### src/rtl/cic_pkg.sv
// rtl/cic_pkg.sv - shared types and constants for the CIC decimation controller
package cic_pkg;

  typedef enum logic [1:0] {
    ST_IDLE   = 2'd0,
    ST_WARMUP = 2'd1,
    ST_RUN    = 2'd2
  } cic_state_t;

  localparam int CIC_CNT_W     = 8;
  localparam int CIC_DW        = 16;
  localparam int CIC_RATIO_MIN = 2;

endpackage

### src/rtl/cic_decim_counter.sv
// rtl/cic_decim_counter.sv - modulo-ratio sample counter with terminal-count pulse
module cic_decim_counter
  import cic_pkg::*;
#(
  parameter int CNT_W = CIC_CNT_W
) (
  input  logic             clk,
  input  logic             reset,
  input  logic             i_clr,
  input  logic             i_en,
  input  logic [CNT_W-1:0] i_ratio,
  output logic             o_tc
);

  logic [CNT_W-1:0] r_cnt;
  logic             w_last;

  // ratio is never below 2, so ratio-1 cannot underflow
  assign w_last = (r_cnt == (i_ratio - CNT_W'(1)));
  assign o_tc   = i_en && w_last;

  // count accepted samples, folding back to zero on the last one of each block
  always_ff @(posedge clk or posedge reset) begin
    if (reset) begin
      r_cnt <= '0;
    end else if (i_clr) begin
      r_cnt <= '0;
    end else if (i_en) begin
      r_cnt <= w_last ? '0 : r_cnt + CNT_W'(1);
    end
  end

endmodule

### src/rtl/cic_decim_ctrl.sv
// rtl/cic_decim_ctrl.sv - decimation tick sequencing, warm-up discard and output handshake
module cic_decim_ctrl
  import cic_pkg::*;
#(
  parameter int CNT_W  = CIC_CNT_W,
  parameter int DW     = CIC_DW,
  parameter int WARMUP = 2
) (
  input  logic             clk,
  input  logic             reset,
  input  logic [CNT_W-1:0] cfg_ratio,
  input  logic             cfg_load,
  input  logic             start,
  input  logic             stop,
  input  logic             in_valid,
  output logic             dec_tick,
  input  logic [DW-1:0]    comb_data,
  output logic [DW-1:0]    out_data,
  output logic             out_valid,
  input  logic             out_ready,
  output logic             busy,
  output logic             overrun,
  output logic [1:0]       state
);

  localparam int DISC_W = (WARMUP > 1) ? $clog2(WARMUP) : 1;
  localparam logic [DISC_W-1:0] DISC_LAST  = DISC_W'((WARMUP > 0) ? WARMUP - 1 : 0);
  localparam logic [CNT_W-1:0]  RATIO_MIN  = CNT_W'(CIC_RATIO_MIN);

  cic_state_t       r_state;
  cic_state_t       w_next;
  logic [CNT_W-1:0] r_ratio;
  logic [DISC_W-1:0] r_disc;
  logic             r_dec_tick;
  logic             r_cap;
  logic [DW-1:0]    r_out_data;
  logic             r_out_valid;
  logic             r_overrun;

  logic w_busy;
  logic w_start;
  logic w_cnt_clr;
  logic w_cnt_en;
  logic w_tc;
  logic w_cap;
  logic w_run_cap;
  logic w_drop;
  logic w_load;

  assign w_busy    = (r_state != ST_IDLE);
  // stop beats start, and start is only honoured from idle
  assign w_start   = (r_state == ST_IDLE) && start && !stop;
  assign w_cnt_clr = !w_busy || stop;
  assign w_cnt_en  = w_busy && in_valid;
  // a capture landing in the stop cycle is thrown away
  assign w_cap     = r_cap && w_busy && !stop;
  assign w_run_cap = w_cap && (r_state == ST_RUN);
  assign w_drop    = w_run_cap && r_out_valid && !out_ready;
  assign w_load    = w_run_cap && !w_drop;

  cic_decim_counter #(
    .CNT_W (CNT_W)
  ) u_counter (
    .clk     (clk),
    .reset   (reset),
    .i_clr   (w_cnt_clr),
    .i_en    (w_cnt_en),
    .i_ratio (r_ratio),
    .o_tc    (w_tc)
  );

  // ratio register, only writable while idle; degenerate ratios clamp to the minimum
  always_ff @(posedge clk or posedge reset) begin
    if (reset) begin
      r_ratio <= RATIO_MIN;
    end else if ((r_state == ST_IDLE) && cfg_load) begin
      r_ratio <= (cfg_ratio < RATIO_MIN) ? RATIO_MIN : cfg_ratio;
    end
  end

  // tick pipeline: tick follows the terminal sample, capture follows the tick
  always_ff @(posedge clk or posedge reset) begin
    if (reset) begin
      r_dec_tick <= 1'b0;
      r_cap      <= 1'b0;
    end else begin
      r_dec_tick <= w_tc && !stop;
      r_cap      <= r_dec_tick;
    end
  end

  // state register
  always_ff @(posedge clk or posedge reset) begin
    if (reset) begin
      r_state <= ST_IDLE;
    end else begin
      r_state <= w_next;
    end
  end

  // next-state: warm-up ends on the last discarded comb output
  always_comb begin
    w_next = r_state;
    case (r_state)
      ST_IDLE: begin
        if (w_start) begin
          w_next = (WARMUP == 0) ? ST_RUN : ST_WARMUP;
        end
      end
      ST_WARMUP: begin
        if (stop) begin
          w_next = ST_IDLE;
        end else if (w_cap && (r_disc == DISC_LAST)) begin
          w_next = ST_RUN;
        end
      end
      ST_RUN: begin
        if (stop) begin
          w_next = ST_IDLE;
        end
      end
      default: w_next = ST_IDLE;
    endcase
  end

  // discard counter for start-up transient outputs of the comb
  always_ff @(posedge clk or posedge reset) begin
    if (reset) begin
      r_disc <= '0;
    end else if (w_start) begin
      r_disc <= '0;
    end else if ((r_state == ST_WARMUP) && w_cap) begin
      r_disc <= r_disc + DISC_W'(1);
    end
  end

  // output holding register with sticky overrun on a dropped settled sample
  always_ff @(posedge clk or posedge reset) begin
    if (reset) begin
      r_out_data  <= '0;
      r_out_valid <= 1'b0;
      r_overrun   <= 1'b0;
    end else begin
      if (w_start) begin
        r_overrun <= 1'b0;
      end
      if (w_drop) begin
        r_overrun <= 1'b1;
      end
      if (w_load) begin
        r_out_data  <= comb_data;
        r_out_valid <= 1'b1;
      end else if (r_out_valid && out_ready) begin
        r_out_valid <= 1'b0;
      end
    end
  end

  assign dec_tick  = r_dec_tick;
  assign out_data  = r_out_data;
  assign out_valid = r_out_valid;
  assign busy      = w_busy;
  assign overrun   = r_overrun;
  assign state     = r_state;

endmodule

### config.mk
export PLATFORM = sky130hd
export DESIGN_NAME = cic_decim_ctrl
export DESIGN_NICKNAME = d
export VERILOG_FILES = /design/src/rtl/cic_pkg.sv /design/src/rtl/cic_decim_counter.sv /design/src/rtl/cic_decim_ctrl.sv
export SDC_FILE = /design/constraint.sdc
export NUM_CORES = 1
export LEC_CHECK = 0
export CORE_AREA = 10 10 82 84
export DETAILED_ROUTE_END_ITERATION = 6
export DIE_AREA = 0 0 92 94
export PLACE_DENSITY = 0.66
export SLEW_MARGIN = 0
export SYNTH_ARGS = -nofsm -noshare
export SYNTH_HDL_FRONTEND = slang
export SYNTH_SLANG_ARGS = --single-unit
### constraint.sdc
create_clock -name clk -period 5.75 [get_ports clk]
set_clock_uncertainty 0.15 [all_clocks]
set_input_delay 1.15 -clock clk [delete_from_list [all_inputs] [get_ports clk]]
set_output_delay 1.15 -clock clk [all_outputs]
set_load 0.03 [all_outputs]
==> impl_metrics.ini <==
[timing]
maxSlewViolCount = 0
max_freq_mhz = 340
finalCriticalPeriod_ns = 2.94
tightest_slew_ns = 0.978
rsz0062_at_grt = no
finalSetupTns_ns = 0
timing.final.crit_share_pct = 51.2
finalSetupViolCount = 0
slew_headroom_pct = 34.3
hold_viol = 0

[clock_network]
root_buffer = clkbuf_8
cts_tree = yes
clkSlewWorstSetupHoldPaths_ns = 0.07
post-cts-setup-buffers = 0
cts_resized = 0
hold_buffers = 0
cts_max_level = 2
ctsLongestPathBuffers = 2
cts_buffers = 5
cts_sinks = 39
clkLatencyLatePin_ns = 0.29

[die]
initial_core_util_pct = 38.7
pin_count = 53
die_area_mm2 = 0.00865
placementRows = 26
die_y_um = 94
dieWidth_um = 92
core_mm2 = 0.00507

[logic_synthesis]
synth_area_mm2 = 0.00197
synth_cell_types = 43
synth-edff-count = 0
syn_inst = 174
synthFlopType = dfrtp_1
syn_area_per_cell_um2 = 11.3
synth_seq_cells = 39
seq_area_frac_synth_pct = 49.7
yosysWarnings = 0
synth_nets = 207
async_flop_share_pct = 100

[worst_setup_path]
worst-path-max-fanout = 7
reg2reg_depth = 7
end_kind = primary output
r2r_setup_slack_ns = 3.12
timing.rr.end = u_counter.r_cnt[2]$_DFFE_PP0P_
r2r_start = r_ratio[0]$_DFFE_PP0P_
cp-startpoint = state[0]$_DFFE_PP0P_
worstPathArrival_ns = 1.64
cp-start-kind = flop
critPathRequiredTime_ns = 4.45
worstSetupPathType = reg -> out

[placed_design]
hpwl_mm = 3.37
io_buffer_count = 52
gp_congestion = 0.763
place_area_mm2 = 0.00255
dpl.cell_count = 292

[finish]
antenna_cells = 0
nNetsFinal = 262
final_area_mm2 = 0.00264
syn_to_final_growth_pct = 34.2
stdcell_count = 300
drive_gt1_share_pct = 17.8
post-route-util_pct = 52.0

[global_route]
grt_usage_pct = 10.3
first_global_vias = 1442
grt_pass1_wl_mm = 7.31
grt_overflow = 0
grt_max_degree = 40
antenna_found_initial = 0

[power_and_ir_drop]
peakVddDrop_v = 0.000139
p_leak_nw = 1.10
power_per_cell_area_mw_per_mm2 = 220

[hold_path]
hold_path_end = r_cap$_DFF_PP0_
holdCritStartpoint = dec_tick$_DFF_PP0_
whs_path_depth = 0
hp-class = reg -> reg

[status]
status = completed

[drt]
route.detailed.drc = 0
wl_per_cell_um = 14.8
vias = 1477
wirelength_mm = 4.44
postRouteAntennaNets = 0
firstDrtPassIters = 4
viasPerCell = 4.92
drt_iter0_drc = 48

[job]
cap_violations = 0
-- cell usage after synthesis, types with 2 or more instances --
cell type	instances	area share, %
dfrtp_1	38	48
mux2_2	22	13
nand2_1	20	3.8
inv_1	9	1.7
nor3_1	7	1.8
nor4_1	6	1.9
o211ai_1	6	2.3
nor2_1	5	0.95
o31ai_1	5	1.9
xnor2_1	5	2.2
nand2b_1	4	1.3
xor2_1	4	1.8
o21ai_1	3	0.76
a21oi_1	2	0.51
clkbuf_1	2	0.38
ha_1	2	1.3
nand3_1	2	0.51
nand3b_1	2	0.76
nor3b_1	2	0.76
o21ai_0	2	0.51
or2_2	2	0.64
or2b_1	2	0.76
or3b_2	2	0.89
-- cell families after synthesis --
family	share of synthesized area, %
AND/OR/NAND/NOR	16.9
flip-flops	49.7
AO/OA/AOI/OAI	11.5
multiplexers	13.1
buffers and inverters	3.44
XOR/XNOR	4.01
adder cells (fa/ha/maj)	1.27
-- report_power, final --
| group | switching [mW] | internal, mW |
|---|---|---|
| sequential | 0.0151 | 0.286 |
| combinational | 0.0420 | 0.0495 |
| clock | 0.0921 | 0.0967 |
| total | 0.149 | 0.432 |
-- worst max path at each step --
| stage | to | slack (ns) | cells past startpoint |
|---|---|---|---|
| 4_1_cts | busy | 2.78 | 3 |
| 2_1_floorplan | out_data[0]$_DFFE_PP0P_ | 3.26 | 4 |
| 6_report | busy | 2.81 | 3 |
| 3_5_place_dp | out_data[12]$_DFFE_PP0P_ | 2.67 | 4 |
| 5_1_grt | busy | 2.66 | 3 |
| 3_3_place_gp | out_data[1]$_DFFE_PP0P_ | 2.67 | 4 |
-- placed cells by master, fill, tap and decap left out, drive strengths merged, types with 2 or more instances in the layout --
master | netlist | routed
nor4 | 7 | 7
or2b | 2 | 2
xor2 | 4 | 4
clkdlybuf4s50 | 0 | 52
nand3 | 2 | 2
dfrtp | 38 | 38
or3b | 3 | 3
a22o | 2 | 2
mux2 | 22 | 22
o211ai | 6 | 6
o21ai | 5 | 5
or2 | 2 | 2
clkbuf | 3 | 7
ha | 2 | 2
nor3b | 2 | 2
nand2 | 20 | 20
o31ai | 6 | 6
nor2 | 5 | 5
nor3 | 7 | 7
nand2b | 4 | 4
inv | 9 | 9
xnor2 | 5 | 5
nand3b | 2 | 2
a21oi | 2 | 2
-- metal layers --
| layer | vias to the layer above | global-route usage, % | wire [µm] |
|---|---|---|---|
| met5 | - | 0 | 0 |
| met4 | 0 | 4.24 | 66 |
| met3 | 7 | 3.44 | 193 |
| met2 | 32 | 15.5 | 2080 |
| met1 | 698 | 13.3 | 2100 |
| li1 | 740 | - | - |
-- worst max-delay path: stages (launching register included) --
cell	delay, ns
dfrtp_1	0.44
nor2_1	0.25
inv_1	0.06
clkdlybuf4s50_1	0.59
-- state kept, by name, summed over array words and instances (netlist names) --
signal and count:
r_ratio 8, u_counter.r_cnt 8, out_data 16, out_valid 1
r_cap 1, overrun 1, state 2, dec_tick 1
r_disc 1
-- stage by stage --
| step | hold slack [ns] | setup WS [ns] | total power [mW] |
|---|---|---|---|
| floorplan | 0.343 | 3.26 | 0.360 |
| global placement | 0.209 | 2.67 | 0.397 |
| detailed placement | 0.221 | 2.67 | 0.398 |
| CTS | 0.242 | 2.78 | 0.589 |
| global route | 0.252 | 2.66 | 0.613 |
| finish | 0.235 | 2.81 | 0.581 |
-- cell type report --
| type | count | area [µm²] |
|---|---|---|
| clock buffer | 7 | 86.3 |
| multi-input combinational | 121 | 921 |
| fill | 486 | 2440 |
| sequential | 39 | 977 |
| clock inverter | 1 | 5.00 |
| tap | 70 | 87.6 |
| timing repair buffer | 53 | 528 |
| inverter | 9 | 33.8 |
(Power assumes the default switching activity.)
